===== config.mk =====
export PLATFORM = sky130hd
export DESIGN_NAME = spi_master_flat
export DESIGN_NICKNAME = d
export VERILOG_FILES = /design/src/rtl/spi_master_if.sv /design/src/rtl/spi_master.sv /design/src/flat_wrapper.sv
export SDC_FILE = /design/constraint.sdc
export NUM_CORES = 1
export LEC_CHECK = 0
export CAP_MARGIN = 15
export CORE_MARGIN = 1.5
export CORE_UTILIZATION = 40
export DETAILED_ROUTE_END_ITERATION = 12
export HOLD_SLACK_MARGIN = 0.02
export PLACE_DENSITY_LB_ADDON = 0.12
export SKIP_LAST_GASP = 1
export SYNTH_ARGS = -nofsm -noshare
export SYNTH_HDL_FRONTEND = slang
export SYNTH_SLANG_ARGS = --single-unit

===== constraint.sdc =====
create_clock -name clk -period 5.25 [get_ports clk]
set_input_delay 1.05 -clock clk [delete_from_list [all_inputs] [get_ports clk]]
set_output_delay 1.05 -clock clk [all_outputs]
set_load 0.01 [all_outputs]

===== src/rtl/spi_master_if.sv =====
// Host command/response handshake plus SPI pin bundle for spi_master.
// The master modport is the DUT side; the slave modport is the host/bus side.
interface spi_master_if;
  logic       cmd_valid;
  logic       cmd_ready;
  logic [9:0] cmd_data;
  logic       rd_valid;
  logic [7:0] rd_data;
  logic       busy;
  logic       SS_n;
  logic       SCLK;
  logic       MOSI;
  logic       MISO;

  modport master (
    input  cmd_valid, cmd_data, MISO,
    output cmd_ready, rd_valid, rd_data, busy, SS_n, SCLK, MOSI
  );

  modport slave (
    output cmd_valid, cmd_data, MISO,
    input  cmd_ready, rd_valid, rd_data, busy, SS_n, SCLK, MOSI
  );
endinterface


===== src/rtl/spi_master.sv =====
// SPI master for the 10-bit command frame protocol; opcode 11 frames clock in a byte from MISO.
// Optional build macro SPI_MASTER_CPOL1_EN: SCLK idles high and the active edge is falling.
module spi_master #(
  parameter int CLK_DIV = 2,
  parameter int CS_GAP  = 2
) (
  input logic          clk,
  input logic          reset,
  spi_master_if.master bus
);
  localparam int DW = $clog2(CLK_DIV + 1);
  localparam int GW = $clog2(CS_GAP + 1);

  localparam logic [2:0] ST_IDLE = 3'd0;
  localparam logic [2:0] ST_LEAD = 3'd1;
  localparam logic [2:0] ST_TX   = 3'd2;
  localparam logic [2:0] ST_RX   = 3'd3;
  localparam logic [2:0] ST_GAP  = 3'd4;

`ifdef SPI_MASTER_CPOL1_EN
  localparam logic SCLK_IDLE = 1'b1;
`else
  localparam logic SCLK_IDLE = 1'b0;
`endif
  localparam logic SCLK_ACT = ~SCLK_IDLE;

  logic [2:0]    state_q, state_d;
  logic [DW-1:0] div_cnt_q, div_cnt_d;
  logic [4:0]    bit_cnt_q, bit_cnt_d;
  logic [GW-1:0] gap_cnt_q, gap_cnt_d;
  logic [8:0]    tx_sr_q, tx_sr_d;
  logic [7:0]    rx_sr_q, rx_sr_d;
  logic          rd_frame_q, rd_frame_d;
  logic [7:0]    rd_data_q, rd_data_d;
  logic          rd_valid_q, rd_valid_d;
  logic          ss_n_q, ss_n_d;
  logic          sclk_q, sclk_d;
  logic          mosi_q, mosi_d;
  logic          div_wrap;

  assign div_wrap = (div_cnt_q == DW'(CLK_DIV - 1));

  // bit_cnt counts SCLK half-periods: even = active half, odd = inactive half.
  always_comb begin
    // NOTE: every signal written here gets a default first, so no path can infer a latch.
    state_d    = state_q;
    div_cnt_d  = div_cnt_q;
    bit_cnt_d  = bit_cnt_q;
    gap_cnt_d  = gap_cnt_q;
    tx_sr_d    = tx_sr_q;
    rx_sr_d    = rx_sr_q;
    rd_frame_d = rd_frame_q;
    rd_data_d  = rd_data_q;
    rd_valid_d = 1'b0;
    ss_n_d     = ss_n_q;
    sclk_d     = sclk_q;
    mosi_d     = mosi_q;

    case (state_q)
      ST_IDLE: begin
        if (bus.cmd_valid) begin
          state_d    = ST_LEAD;
          tx_sr_d    = bus.cmd_data[8:0];
          rd_frame_d = &bus.cmd_data[9:8];
          rx_sr_d    = '0;
          div_cnt_d  = '0;
          bit_cnt_d  = '0;
          ss_n_d     = 1'b0;
          mosi_d     = bus.cmd_data[9];
        end
      end
      ST_LEAD: begin
        div_cnt_d = div_wrap ? '0 : div_cnt_q + DW'(1);
        if (div_wrap) begin
          state_d   = ST_TX;
          bit_cnt_d = '0;
          sclk_d    = SCLK_ACT;
        end
      end
      ST_TX: begin
        div_cnt_d = div_wrap ? '0 : div_cnt_q + DW'(1);
        if (div_wrap) begin
          if (bit_cnt_q == 5'd19) begin
            bit_cnt_d = '0;
            mosi_d    = 1'b0;
            if (rd_frame_q) begin
              // First RX active edge follows directly, so MISO is sampled here too.
              state_d = ST_RX;
              sclk_d  = SCLK_ACT;
              rx_sr_d = {bus.MISO, rx_sr_q[7:1]};
            end else begin
              state_d   = ST_GAP;
              sclk_d    = SCLK_IDLE;
              ss_n_d    = 1'b1;
              gap_cnt_d = '0;
            end
          end else begin
            bit_cnt_d = bit_cnt_q + 5'd1;
            sclk_d    = ~sclk_q;
            if (!bit_cnt_q[0]) begin
              mosi_d  = tx_sr_q[8];
              tx_sr_d = {tx_sr_q[7:0], 1'b0};
            end
          end
        end
      end
      ST_RX: begin
        div_cnt_d = div_wrap ? '0 : div_cnt_q + DW'(1);
        if (div_wrap) begin
          if (bit_cnt_q == 5'd15) begin
            state_d    = ST_GAP;
            bit_cnt_d  = '0;
            sclk_d     = SCLK_IDLE;
            ss_n_d     = 1'b1;
            gap_cnt_d  = '0;
            rd_valid_d = 1'b1;
            rd_data_d  = rx_sr_q;
          end else begin
            bit_cnt_d = bit_cnt_q + 5'd1;
            sclk_d    = ~sclk_q;
            if (bit_cnt_q[0]) rx_sr_d = {bus.MISO, rx_sr_q[7:1]};
          end
        end
      end
      ST_GAP: begin
        if (gap_cnt_q == GW'(CS_GAP - 1)) begin
          state_d   = ST_IDLE;
          gap_cnt_d = '0;
        end else begin
          gap_cnt_d = gap_cnt_q + GW'(1);
        end
      end
      default: state_d = ST_IDLE;
    endcase
  end

  // NOTE: sequential state uses non-blocking assignments so every flop samples pre-edge values.
  always_ff @(posedge clk) begin
    if (reset) begin
      state_q    <= ST_IDLE;
      div_cnt_q  <= '0;
      bit_cnt_q  <= '0;
      gap_cnt_q  <= '0;
      tx_sr_q    <= '0;
      rx_sr_q    <= '0;
      rd_frame_q <= 1'b0;
      rd_data_q  <= '0;
      rd_valid_q <= 1'b0;
      ss_n_q     <= 1'b1;
      sclk_q     <= SCLK_IDLE;
      mosi_q     <= 1'b0;
    end else begin
      state_q    <= state_d;
      div_cnt_q  <= div_cnt_d;
      bit_cnt_q  <= bit_cnt_d;
      gap_cnt_q  <= gap_cnt_d;
      tx_sr_q    <= tx_sr_d;
      rx_sr_q    <= rx_sr_d;
      rd_frame_q <= rd_frame_d;
      rd_data_q  <= rd_data_d;
      rd_valid_q <= rd_valid_d;
      ss_n_q     <= ss_n_d;
      sclk_q     <= sclk_d;
      mosi_q     <= mosi_d;
    end
  end

  assign bus.cmd_ready = (state_q == ST_IDLE) && !reset;
  assign bus.busy      = (state_q != ST_IDLE);
  assign bus.rd_valid  = rd_valid_q;
  assign bus.rd_data   = rd_data_q;
  assign bus.SS_n      = ss_n_q;
  assign bus.SCLK      = sclk_q;
  assign bus.MOSI      = mosi_q;
endmodule


===== src/flat_wrapper.sv =====
// flat-port wrapper written by rule: the top's interface ports become plain ports
module spi_master_flat 
#(
  parameter int CLK_DIV = 2,
  parameter int CS_GAP  = 2
)
  (clk, reset, bus_cmd_valid, bus_cmd_data, bus_MISO, bus_cmd_ready, bus_rd_valid, bus_rd_data, bus_busy, bus_SS_n, bus_SCLK, bus_MOSI);
  spi_master_if bus_i ();
  input logic clk;
  input logic reset;
  input wire logic [$bits(bus_i.cmd_valid)-1:0] bus_cmd_valid;
  input wire logic [$bits(bus_i.cmd_data)-1:0] bus_cmd_data;
  input wire logic [$bits(bus_i.MISO)-1:0] bus_MISO;
  output wire logic [$bits(bus_i.cmd_ready)-1:0] bus_cmd_ready;
  output wire logic [$bits(bus_i.rd_valid)-1:0] bus_rd_valid;
  output wire logic [$bits(bus_i.rd_data)-1:0] bus_rd_data;
  output wire logic [$bits(bus_i.busy)-1:0] bus_busy;
  output wire logic [$bits(bus_i.SS_n)-1:0] bus_SS_n;
  output wire logic [$bits(bus_i.SCLK)-1:0] bus_SCLK;
  output wire logic [$bits(bus_i.MOSI)-1:0] bus_MOSI;
  assign bus_i.cmd_valid = bus_cmd_valid;
  assign bus_i.cmd_data = bus_cmd_data;
  assign bus_i.MISO = bus_MISO;
  assign bus_cmd_ready = bus_i.cmd_ready;
  assign bus_rd_valid = bus_i.rd_valid;
  assign bus_rd_data = bus_i.rd_data;
  assign bus_busy = bus_i.busy;
  assign bus_SS_n = bus_i.SS_n;
  assign bus_SCLK = bus_i.SCLK;
  assign bus_MOSI = bus_i.MOSI;
  spi_master #(.CLK_DIV(CLK_DIV), .CS_GAP(CS_GAP)) u_core (.clk(clk), .reset(reset), .bus(bus_i));
endmodule

==> metrics, run 1 <==
worst flop-to-flop path endpoint=u_core.rx_sr_q[0]$_SDFFE_PP0P_; Post-Syn Area per Cell=9.08 um^2; Max rail drop VDD=0.000181 V; clock transition at the registers of the reported paths=0.08 ns; FFs w/ async S/R, synth=0; worst slew pin tran=0.921 ns; Gates resized, CTS repair=0; Clock Skew=0.00416 ns; required time of the critical path=4.20 ns; total congestion overflow=0; initial antenna violation count=0; Layout Utilization=0.495; port buffer count=27; fmax=0.312 GHz; Num CTS Buffers=5; CP Launch Type=input pin; Max Cap Viol=0; Pleak=0.864 nW; n_diodes=0; P_int=0.625 mW; Setup CP Type=in -> out; Clock Tree Buf Depth=2; Fin. Hold Viols=0; # setup viols final=0; Max H-tree Level=2; vias in the first global route=1674; WP data arrival=2.16 ns; Clock Tree Root=clkbuf_8; I/O Pins=28; NumNets Final=276; Seq pwr share=0.408; Pins Over Slew Limit=0; XOR/XNOR share of the synthesized area=0; Post-Place Cell Area=2460 um^2; All-Layer GR Usage=0.177; Power per Cell Area=395 nW/um^2; Core Region=5140 um^2; unrepaired setup endpoints after global routing=false; Syn Inst Count=235; Tmin final=3.21 ns; Hold Path Class=reg -> reg; final instance area=2550 um^2; Synthesis Warnings=0; R2R cell count=8; Adder-Cell Fraction of Synth Area=0.0176; worst-path fanout max=2; HPWL after detailed placement=3160 um; Synth Register Bits=42; via count of the routed design=1795; Post-Synthesis Net Count=252; Total Wirelength=4770 um; drt first pass iters=4; final setup TNS=0 ns; vias per inst=5.44; Max transition margin=0.383; Compound-Gate Fraction of Synth Area=0.212; Hold-fix buffers, CTS=0; Sw Pwr=0.379 mW; layout cell share with drive strength beyond 1=0.0846; Post-synth EDFFs=0; Post-Syn Area=2130 um^2; run status=finished clean; Post-CTS Setup Bufs=0; post-synthesis cell type count=57; sw frac=0.378; Comb power frac=0.382; hold_sp=u_core.gap_cnt_q[1]$_SDFFE_PP0P_; largest net degree at the start of global routing=31; Die W=76.0 um; TritonCTS clock tree=built; 1st-iter DRT viols=101; Routability Congestion=0.795; Area Overhead vs Synth=19.4%; WL/cell=14.5 um; residual DRC count=0; FF-to-FF Start=u_core.bit_cnt_q[0]$_SDFFE_PP0P_; Vert. Die Dim=76.0 um; setup slack, reg-to-reg=2.67 ns; Clock Power Share=0.210; ranking of synthesized cells by area=dfxtp_1, mux2i_1, a21oi_1, nand2_1, a211oi_1; hold endpoint=u_core.gap_cnt_q[1]$_SDFFE_PP0P_; Seq/Total Area, Yosys=0.394; simple logic cell fraction of the synthesized area=0.219; crit end category=output pin; Antenna Violating Nets Remaining=0; Clk Latency, worst-skew pair=0.29 ns; clock sink total=42; main combinational cell family by area after synthesis=simple AND/OR/NAND/NOR gates; Yosys top cell area share=0.394; Min-Delay Path Depth=1; post-synthesis mux area share=0.123; Synth Flop Type=dfxtp_1; Period Utilization, post-route=0.611; first-pass GRT wire length=8280 um; initial core utilization=0.415; Yosys top cell by area=dfxtp_1; Fillers=529; die area=5780 um^2; Row Count=26
power groups by stage:
stage               sequential (mW)  clock (mW)  combinational [mW]
finish                        0.410       0.211               0.383
global route                  0.421       0.234               0.426
CTS                           0.411       0.217               0.387
detailed placement            0.418           0               0.384
global placement              0.419           0               0.385
floorplan                     0.396           0               0.304
synth_stat cells (2+ instances only):
cell	count
or4_1	2
a21oi_1	21
nand3b_1	2
inv_1	4
nand2b_1	7
and2_1	2
nor2b_1	2
nor4_1	2
ha_1	3
nor2_1	16
dfxtp_1	42
nand4_1	2
mux2i_1	25
or3_1	2
nor3_1	7
a21oi_2	2
nor3b_1	2
a32o_1	2
nand2_1	21
o31ai_1	3
nand3_1	7
clkbuf_1	5
buf_2	5
o21ai_0	8
a211oi_1	9
cells in the final DEF, fill, tap and decap left out, types with 2 or more instances in the layout:
master / count
nor2_1: 16
o31ai_1: 3
a21oi_2: 2
a32o_1: 2
or3_1: 2
or4_1: 2
nand2_1: 21
nand3b_1: 2
clkdlybuf4s50_1: 27
dfxtp_1: 42
mux2i_1: 25
nor2b_1: 2
clkbuf_8: 5
inv_1: 4
a21oi_1: 21
a211oi_1: 9
o21ai_0: 8
and2_1: 2
buf_4: 2
nor4_1: 2
nand3_1: 7
nand4_1: 2
ha_1: 3
nand2b_1: 7
nor3_1: 7
layout make-up:
type / instances / area, um^2 / area share
Clock buffer: 5 / 68.8 / 0.0270
Inverter: 5 / 18.8 / 0.00737
Multi-Input combinational cell: 176 / 1220 / 0.481
Tap cell: 70 / 87.6 / 0.0344
Clock inverter: 3 / 21.3 / 0.00835
Sequential cell: 42 / 841 / 0.330
Timing Repair Buffer: 29 / 285 / 0.112
worst max-delay path, cell delays in order:
cell and delay [ns]:
clkdlybuf4s50_1 0.46, nor2_1 0.12, clkdlybuf4s50_1 0.53
through the flow:
stage                     hold WS (ns)  worst slack [ns]  power, mW  std cells
after global placement           0.429              2.01      0.804        322
after detailed placement         0.432              2.01      0.802        322
after global routing             0.462              1.97       1.08        330
after CTS                        0.444              2.00       1.01        330
after floorplan                  0.423              2.48      0.700        235
final                            0.441              2.04       1.00        330
per-layer routing:
metal  track usage  vias up  wire length [um]
met5             0        -                 0
met4        0.0500        0                39
met3        0.0371        5               151
met2         0.274       29              2140
met1         0.249      838              2440
li1              -      923                 -
worst max path at each step:
stage,startpoint,end,depth (start not counted)
global route,reset,bus_cmd_ready,3
CTS,reset,bus_cmd_ready,3
global placement,reset,bus_cmd_ready,3
detailed placement,reset,bus_cmd_ready,3
finish,reset,bus_cmd_ready,3
floorplan,reset,bus_cmd_ready,3
state kept, by name, indices dropped and copies added (netlist names):
signal,flops
u_core.bus.rd_data,8
u_core.rx_sr_q,8
u_core.tx_sr_q,9
u_core.bus.rd_valid,1
u_core.state_q,3
u_core.rd_frame_q,1
u_core.gap_cnt_q,2
u_core.bus.SCLK,1
u_core.bus.SS_n,1
u_core.bus.MOSI,1
u_core.bit_cnt_q,5
u_core.div_cnt_q,2
cell families after synthesis:
kind of cell | Yosys count
AND/OR/NAND/NOR | 84
flip-flops | 42
multiplexers | 26
AO/OA/AOI/OAI | 63
adder cells (fa/ha/maj) | 3
buffers and inverters | 17
Power figures use the tool's default switching activity.
==> run 2: changes to the inputs <==
Clock period 5.25 ns to 2.7 ns, I/O delays scaled along.
==> metrics, run 2 (synthesized netlist as in run 1, its figures left out) <==
clock transition at the registers of the reported paths=0.08 ns (about the same); CP max stage delay=0.41 ns (-0.12 ns); Row Count=26 (unchanged); Area Overhead vs Synth=23.8%; crit end category=flip-flop; worst slew pin tran=0.629 ns (-0.292 ns); HPWL after detailed placement=3390 um (+7.0%); Routability Congestion=0.806 (+1.4%); hold_ws=0.440 ns (-0.000388 ns); largest net degree at the start of global routing=26 (-16%); TritonCTS clock tree=built; drt first pass iters=4 (unchanged); Post-CTS Setup Bufs=0 (unchanged); via count of the routed design=1853 (+3.2%); slowest stage cell on the critical path=dfxtp_1; run status=finished clean; Pins Over Slew Limit=0 (unchanged); port buffer count=27 (unchanged); Finished Layout Cells=340 (+3.0%); Max transition margin=0.580 (+0.197); layout cell share with drive strength beyond 1=0.115 (+0.0302); All-Layer GR Usage=0.181 (+0.00400); Hold Path Class=reg -> reg; Max H-tree Level=2 (unchanged); most common cell after layout, fill and taps aside=dfxtp_1; initial core utilization=0.415 (unchanged); vias per inst=5.45 (+0.19%); Period Utilization, post-route=0.851; Max Cap Viol=0 (unchanged); max reg flops=9 (unchanged); WL/cell=14.3 um (-0.95%); Total Wirelength=4870 um (+2.1%); unrepaired setup endpoints after global routing=false; Hold-fix buffers, CTS=0 (unchanged); critical-path cell list=ha_1, nand3_1, inv_1, ha_1, and2b_1, nand3_4, a2111oi_4, buf_4, mux2i_1; Clock Skew=0.00433 ns (+0.000162 ns); 1st-iter DRT viols=107 (+5.9%); n_diodes=0 (unchanged); first-pass GRT wire length=8520 um (+2.9%); required time of the critical path=2.93 ns (-1.27 ns); Clk Latency, worst-skew pair=0.30 ns (about the same); vias in the first global route=1745 (+4.2%); total congestion overflow=0 (unchanged); final setup TNS=0 ns (unchanged); Post-Place Cell Area=2530 um^2 (+3.1%); Setup CP Type=reg -> reg; crit-path most repeated cell=ha_1; I/O Pins=28 (unchanged); worst-path fanout max=8 (+6); Pleak=0.921 nW (+6.6%); Max rail drop VDD=0.000310 V (+71%); Cells after DPL=332 (+3.1%); Die W=76.0 um (unchanged); Vert. Die Dim=76.0 um (unchanged); WP data arrival=2.53 ns (+0.37 ns); fmax=0.435 GHz; clock sink total=42 (unchanged); Core Region=5140 um^2 (unchanged); # setup viols final=0 (unchanged); Reg with most FFs=u_core.tx_sr_q; initial antenna violation count=0 (unchanged); commonest cells after routing, fill and taps aside=dfxtp_1, clkdlybuf4s50_1, mux2i_1; Num CTS Buffers=5 (unchanged); Fin. Hold Viols=0 (unchanged); CP Launch Type=flip-flop; NumNets Final=286 (+3.6%); Clock Tree Buf Depth=2 (unchanged); Clock Tree Root=clkbuf_8; Antenna Violating Nets Remaining=0 (unchanged); Power per Cell Area=792 nW/um^2 (+100%); Gates resized, CTS repair=0 (unchanged); final instance area=2640 um^2 (+3.7%); Tmin final=2.30 ns; die area=5780 um^2 (unchanged); residual DRC count=0 (unchanged)
-- run 2: cell count changes in the layout (fill, tap and decap cells not counted) --
cell	delta
bufinv_16	+1
clkbuf_1	+1
clkinv_4	-1
clkinv_2	-1
buf_4	+10
-- run 2: per-layer routing --
layer / track usage / part of all wire
met3: 0.0371 / 0.038
met1: 0.250 / 0.51
met5: 0 / 0
met4: 0.0556 / 0.013
met2: 0.283 / 0.44
-- run 2: area by class of cell --
type	count	area [um^2]
clock buffer	6	72.6
fill	527	2500
inverter	5	18.8
timing repair buffer	39	360
clock inverter	2	37.5
multi-input combinational	176	1220
tap	70	87.6
sequential	42	841
-- run 2: power by group --
| part | internal, mW | switching (mW) | total, mW | leakage, nW |
|---|---|---|---|---|
| Sequential | 0.704 | 0.0755 | 0.780 | 0.341 |
| Combinational | 0.365 | 0.451 | 0.816 | 0.528 |
| Clock | 0.276 | 0.221 | 0.496 | 0.0514 |
-- run 2: critical path, delay by kind of cell, from the launching register on --
kind	cells	cell delay, ns
DFF	1	0.41
muxes	1	0.19
AOI/OAI and AO/OA	1	0.34
buffers and inverters	2	0.29
adders and majority gates	2	0.49
and+or+nand+nor	3	0.49
-- run 2: per-stage QoR --
step                 util  worst slack (ns)  total power, mW
finish              0.514             0.402             2.09
global route        0.514             0.259             2.22
CTS                 0.514             0.392             2.11
detailed placement  0.492             0.405             1.60
global placement    0.492             0.400             1.61
floorplan               -             0.443             1.36
-- run 2: path summary, 6_finish.rpt --
check                                     end                              from  slack (ns)  cells after the start
max            u_core.rx_sr_q[4]$_SDFFE_PP0P_  u_core.bit_cnt_q[0]$_SDFFE_PP0P_        0.40                      9
min reg2reg  u_core.gap_cnt_q[1]$_SDFFE_PP0P_  u_core.gap_cnt_q[1]$_SDFFE_PP0P_        0.44                      1
min          u_core.gap_cnt_q[1]$_SDFFE_PP0P_  u_core.gap_cnt_q[1]$_SDFFE_PP0P_        0.44                      1
max reg2reg    u_core.rx_sr_q[4]$_SDFFE_PP0P_  u_core.bit_cnt_q[0]$_SDFFE_PP0P_        0.40                      9
==> edit 1: new RTL, flow settings as in run 1 <==
Make the reset (`reset`) asynchronous in one clocked block.
--- a/src/rtl/spi_master.sv
+++ b/src/rtl/spi_master.sv
@@ -135,7 +135,7 @@
   end
 
   // NOTE: sequential state uses non-blocking assignments so every flop samples pre-edge values.
-  always_ff @(posedge clk) begin
+  always_ff @(posedge clk or posedge reset) begin
     if (reset) begin
       state_q    <= ST_IDLE;
       div_cnt_q  <= '0;
Behaviour: differs if reset is asserted again (counterexample within 4 cycles, from zero or initial values and one cycle with reset high); with reset held inactive, the same outputs for 10 cycles.
==> edit 1 against run 1 <==
- non-clock buffer count down 1
- power up 20%
- wire length down 5.4%
- synthesized area up 4.4%
- final area up 2.9%
- worst setup slack better by 0.028 ns
- sequential cell count unchanged
- combinational power up 29%
- critical path type unchanged
- largest power group unchanged
- highest routed layer unchanged
==> edit 1: results <==
{
  "outcome": "completed",
  "numCtsBuffers": 5,
  "hold_path_class": "flip-flop to flip-flop",
  "grt_pass1_wl_um": 7872,
  "n_antenna_cell": 0,
  "startpoint": "reset",
  "yosysWarnings": 0,
  "synthTopCellsByArea": "dfrtp_1 46%, mux2_2 12%, mux2i_1 4.5%, nand2_1 3.5%, inv_1 2.4%",
  "synthesis.nets": 219,
  "leakage_nw": 1.110,
  "placed_cells": 292,
  "timing.rr.start": "u_core.state_q[2]",
  "wire_per_inst_um": 15.04,
  "port_buffers": 27,
  "crit_path_max_incr_delay_ns": 0.54,
  "crit_fanout": 2,
  "drtIter0Drc": 145,
  "worstRegToRegCells": 4,
  "syn_inst": 203,
  "stdcell_count": 300,
  "async_flop_share_pct": 100.0,
  "cp_data_arrival_time_ns": 2.13,
  "dp_slack_ns": 2.070,
  "peakVddDrop_mv": 0.1885,
  "synth.cells.most_frequent": "41 x dfrtp_1, 24 x mux2_2, 21 x nand2_1, 14 x inv_1, 10 x mux2i_1",
  "clockBufferDepth": 2,
  "skew_ns": 0.008683,
  "largest_reg_flops": 9,
  "antenna_found_initial": 0,
  "clk_transition_reported_paths_ns": 0.08,
  "tightest_slew_ns": 0.6536,
  "grt_max_degree": 43,
  "synth_cell_types": 49,
  "whs_path_depth": 2,
  "dp_hpwl_um": 3194,
  "cts_resized": 0,
  "drive_above_1_share_pct": 20.87,
  "drt_pass1_iterations": 4,
  "hp-start": "u_core.bus.SS_n",
  "num-nets-final": 245,
  "postPlaceCellArea_um2": 2535,
  "grt_pass1_vias": 1605,
  "yosysSeqAreaShare_pct": 47.25,
  "vias_per_cell": 5.403,
  "clock_latency_ns": 0.30,
  "clockRootBuffer": "clkbuf_8",
  "placementRows": 26,
  "power_switching_mw": 0.4496,
  "grt_usage_pct": 16.45,
  "cts.htree.levels": 2,
  "place_congestion": 0.7812
}
edit 1: final cells by class:
| cell class | instances | area, um2 |
|---|---|---|
| clock buffers | 6 | 72.57 |
| fillers | 472 | 2616 |
| inverters | 14 | 52.55 |
| repair buffers | 28 | 277.8 |
| multi-input cells | 138 | 1065 |
| clock inverters | 2 | 13.76 |
| well taps | 70 | 87.58 |
| flip-flops and latches | 42 | 1052 |
edit 1: path summary, 6_finish.rpt:
| check | slack [ns] | endpoint |
|---|---|---|
| max | 2.07 | bus_cmd_ready |
| min | 0.50 | u_core.bus.SS_n |
| max reg2reg | 2.86 | u_core.state_q[0] |
| min reg2reg | 0.50 | u_core.bus.SS_n |
| max in group asynchronous | 3.64 | u_core.bus.SS_n |
| min in group asynchronous | 1.24 | u_core.tx_sr_q[3] |
edit 1: worst reg2reg max path: cells and delay by family, from the launching register on:
family / cells / cell delay (ns)
flops: 1 / 0.76
simple gates: 3 / 1.21
mux: 1 / 0.31
edit 1: power by group through the flow:
| stage | Combinational [mW] | Clock [mW] | Sequential (mW) |
|---|---|---|---|
| floorplan | 0.429 | 0 | 0.459 |
| global placement | 0.480 | 0 | 0.503 |
| detailed placement | 0.498 | 0 | 0.510 |
| CTS | 0.500 | 0.215 | 0.503 |
| global route | 0.547 | 0.227 | 0.519 |
| finish | 0.494 | 0.207 | 0.502 |
edit 1: logic make-up after synthesis:
kind of cell | after synthesis | synth area share [%]
simple gates | 57 | 14.61
compound gates | 43 | 14.38
flops | 42 | 47.25
mux | 35 | 17.30
buf+inv | 23 | 4.944
fa+ha+maj | 2 | 1.123
xor+xnor | 1 | 0.3933
edit 1: metal layers:
metal  vias to the layer above  track usage, %  routed length (um)
met2                        47           27.22                2285
met5                         -               0                   0
met1                       783           21.36                1932
li1                        785               -                   -
met4                         0           4.909                  55
met3                         6           3.765                 240
==> edit 2: new RTL, flow settings as in run 1 <==
Made on the original files. `CLK_DIV` is set to 2 in 2 places; all go to 4.
--- a/src/rtl/spi_master.sv
+++ b/src/rtl/spi_master.sv
@@ -1,7 +1,7 @@
 // SPI master for the 10-bit command frame protocol; opcode 11 frames clock in a byte from MISO.
 // Optional build macro SPI_MASTER_CPOL1_EN: SCLK idles high and the active edge is falling.
 module spi_master #(
-  parameter int CLK_DIV = 2,
+  parameter int CLK_DIV = 4,
   parameter int CS_GAP  = 2
 ) (
   input logic          clk,
--- a/src/flat_wrapper.sv
+++ b/src/flat_wrapper.sv
@@ -1,7 +1,7 @@
 // flat-port wrapper written by rule: the top's interface ports become plain ports
 module spi_master_flat 
 #(
-  parameter int CLK_DIV = 2,
+  parameter int CLK_DIV = 4,
   parameter int CS_GAP  = 2
 )
   (clk, reset, bus_cmd_valid, bus_cmd_data, bus_MISO, bus_cmd_ready, bus_rd_valid, bus_rd_data, bus_busy, bus_SS_n, bus_SCLK, bus_MOSI);
Formal check against the unedited RTL: not equivalent (Yosys sat finds a counterexample within 4 cycles, from zero or initial values and one cycle with reset high).
==> edit 2 against run 1 <==
- wire length is 2.0% lower
- largest cell class unchanged
- worst setup slack got worse by 0.010 ns
- non-clock buffer count stayed put
- sequential cell count increased by 1
- final area shrank 1.4%
- global-route usage fell by 0.14 points
- synthesized area is 1.2% lower
- cell count shrank 1.8%
- register-to-register slack better by 0.28 ns
Power is not compared: it rests on default switching activity, and its combinational part moved more than twofold at a synthesized area within 25%.
==> edit 2: results <==
{
  "power_mw": 0.7601,
  "grt_pass1_vias": 1509,
  "cp_top_family": "buffers and inverters",
  "hold_path_class": "flip-flop to flip-flop",
  "dp_slack_ns": 2.007,
  "peakVddDrop_mv": 0.1842,
  "yosysSeqAreaShare_pct": 40.86,
  "synth.cells.most_frequent": "43 x dfxtp_1, 26 x nand2_1, 24 x mux2i_1, 22 x a21oi_1, 14 x nor2_1",
  "p_comb_mw": 0.141,
  "cp_data_arrival_time_ns": 2.17,
  "slew-limit-headroom_pct": 41.71,
  "synthAdderAreaFrac_pct": 2.375,
  "async_flop_share_pct": 0,
  "crit_path_max_incr_delay_ns": 0.54,
  "synthTopCellsByArea": "dfxtp_1 41%, mux2i_1 11%, a21oi_1 5.2%, nand2_1 4.6%, a311oi_1 4.2%",
  "stdcell_count": 324,
  "synthesis.nets": 251,
  "dp_hpwl_um": 3116,
  "drt-total-wl_um": 4677,
  "leakage_nw": 0.9622,
  "synth-compound-area-share_pct": 19.60,
  "cts.htree.levels": 2,
  "numCtsBuffers": 5,
  "pwr-share-seq_pct": 48.7,
  "place_congestion": 0.8335,
  "grt_pass1_wl_um": 7507,
  "clk_transition_reported_paths_ns": 0.08,
  "crit_fanout": 2,
  "num-nets-final": 272,
  "grt_max_degree": 33,
  "skew_ns": 0.005493,
  "grt_usage_pct": 17.52,
  "drt_pass1_iterations": 4,
  "crit_slowest_cell": "clkdlybuf4s50_1",
  "clock_latency_ns": 0.29,
  "antenna_found_initial": 0,
  "num-fill-cells": 501,
  "outcome": "completed",
  "drtIter0Drc": 123,
  "cts_resized": 0,
  "post_synth.cell_area_avg_um2": 9.043,
  "port_buffers": 27,
  "cts_setup_buffers": 0,
  "postPlaceCellArea_um2": 2397,
  "vias": 1720,
  "synthMuxAreaShare_pct": 11.40,
  "synth_cell_types": 47,
  "drive_above_1_share_pct": 7.874
}
-- edit 2: final cells by class --
type | instances | area (um2) | share of cell area [%]
clock buffer | 6 | 72.57 | 2.890
inverter | 6 | 22.52 | 0.8969
tap | 70 | 87.58 | 3.488
clock inverter | 1 | 30.03 | 1.196
sequential | 43 | 860.8 | 34.28
multi-input combinational | 169 | 1149 | 45.74
timing repair buffer | 29 | 289.0 | 11.51
-- edit 2: routing by layer --
metal  wire [um]  track usage, %
met1        2320           25.31
met2        2063           26.32
met3         247           3.968
met4          45           4.762
met5           0               0
-- edit 2: worst paths after layout --
path	cells past startpoint	endpoint	startpoint	slack, ns
hold / removal	2	u_core.gap_cnt_q[1]	u_core.gap_cnt_q[1]	0.45
hold reg to reg	2	u_core.gap_cnt_q[1]	u_core.gap_cnt_q[1]	0.45
setup reg to reg	8	u_core.rx_sr_q[0]	u_core.bit_cnt_q[0]	2.95
setup / recovery	3	bus_cmd_ready	reset	2.03
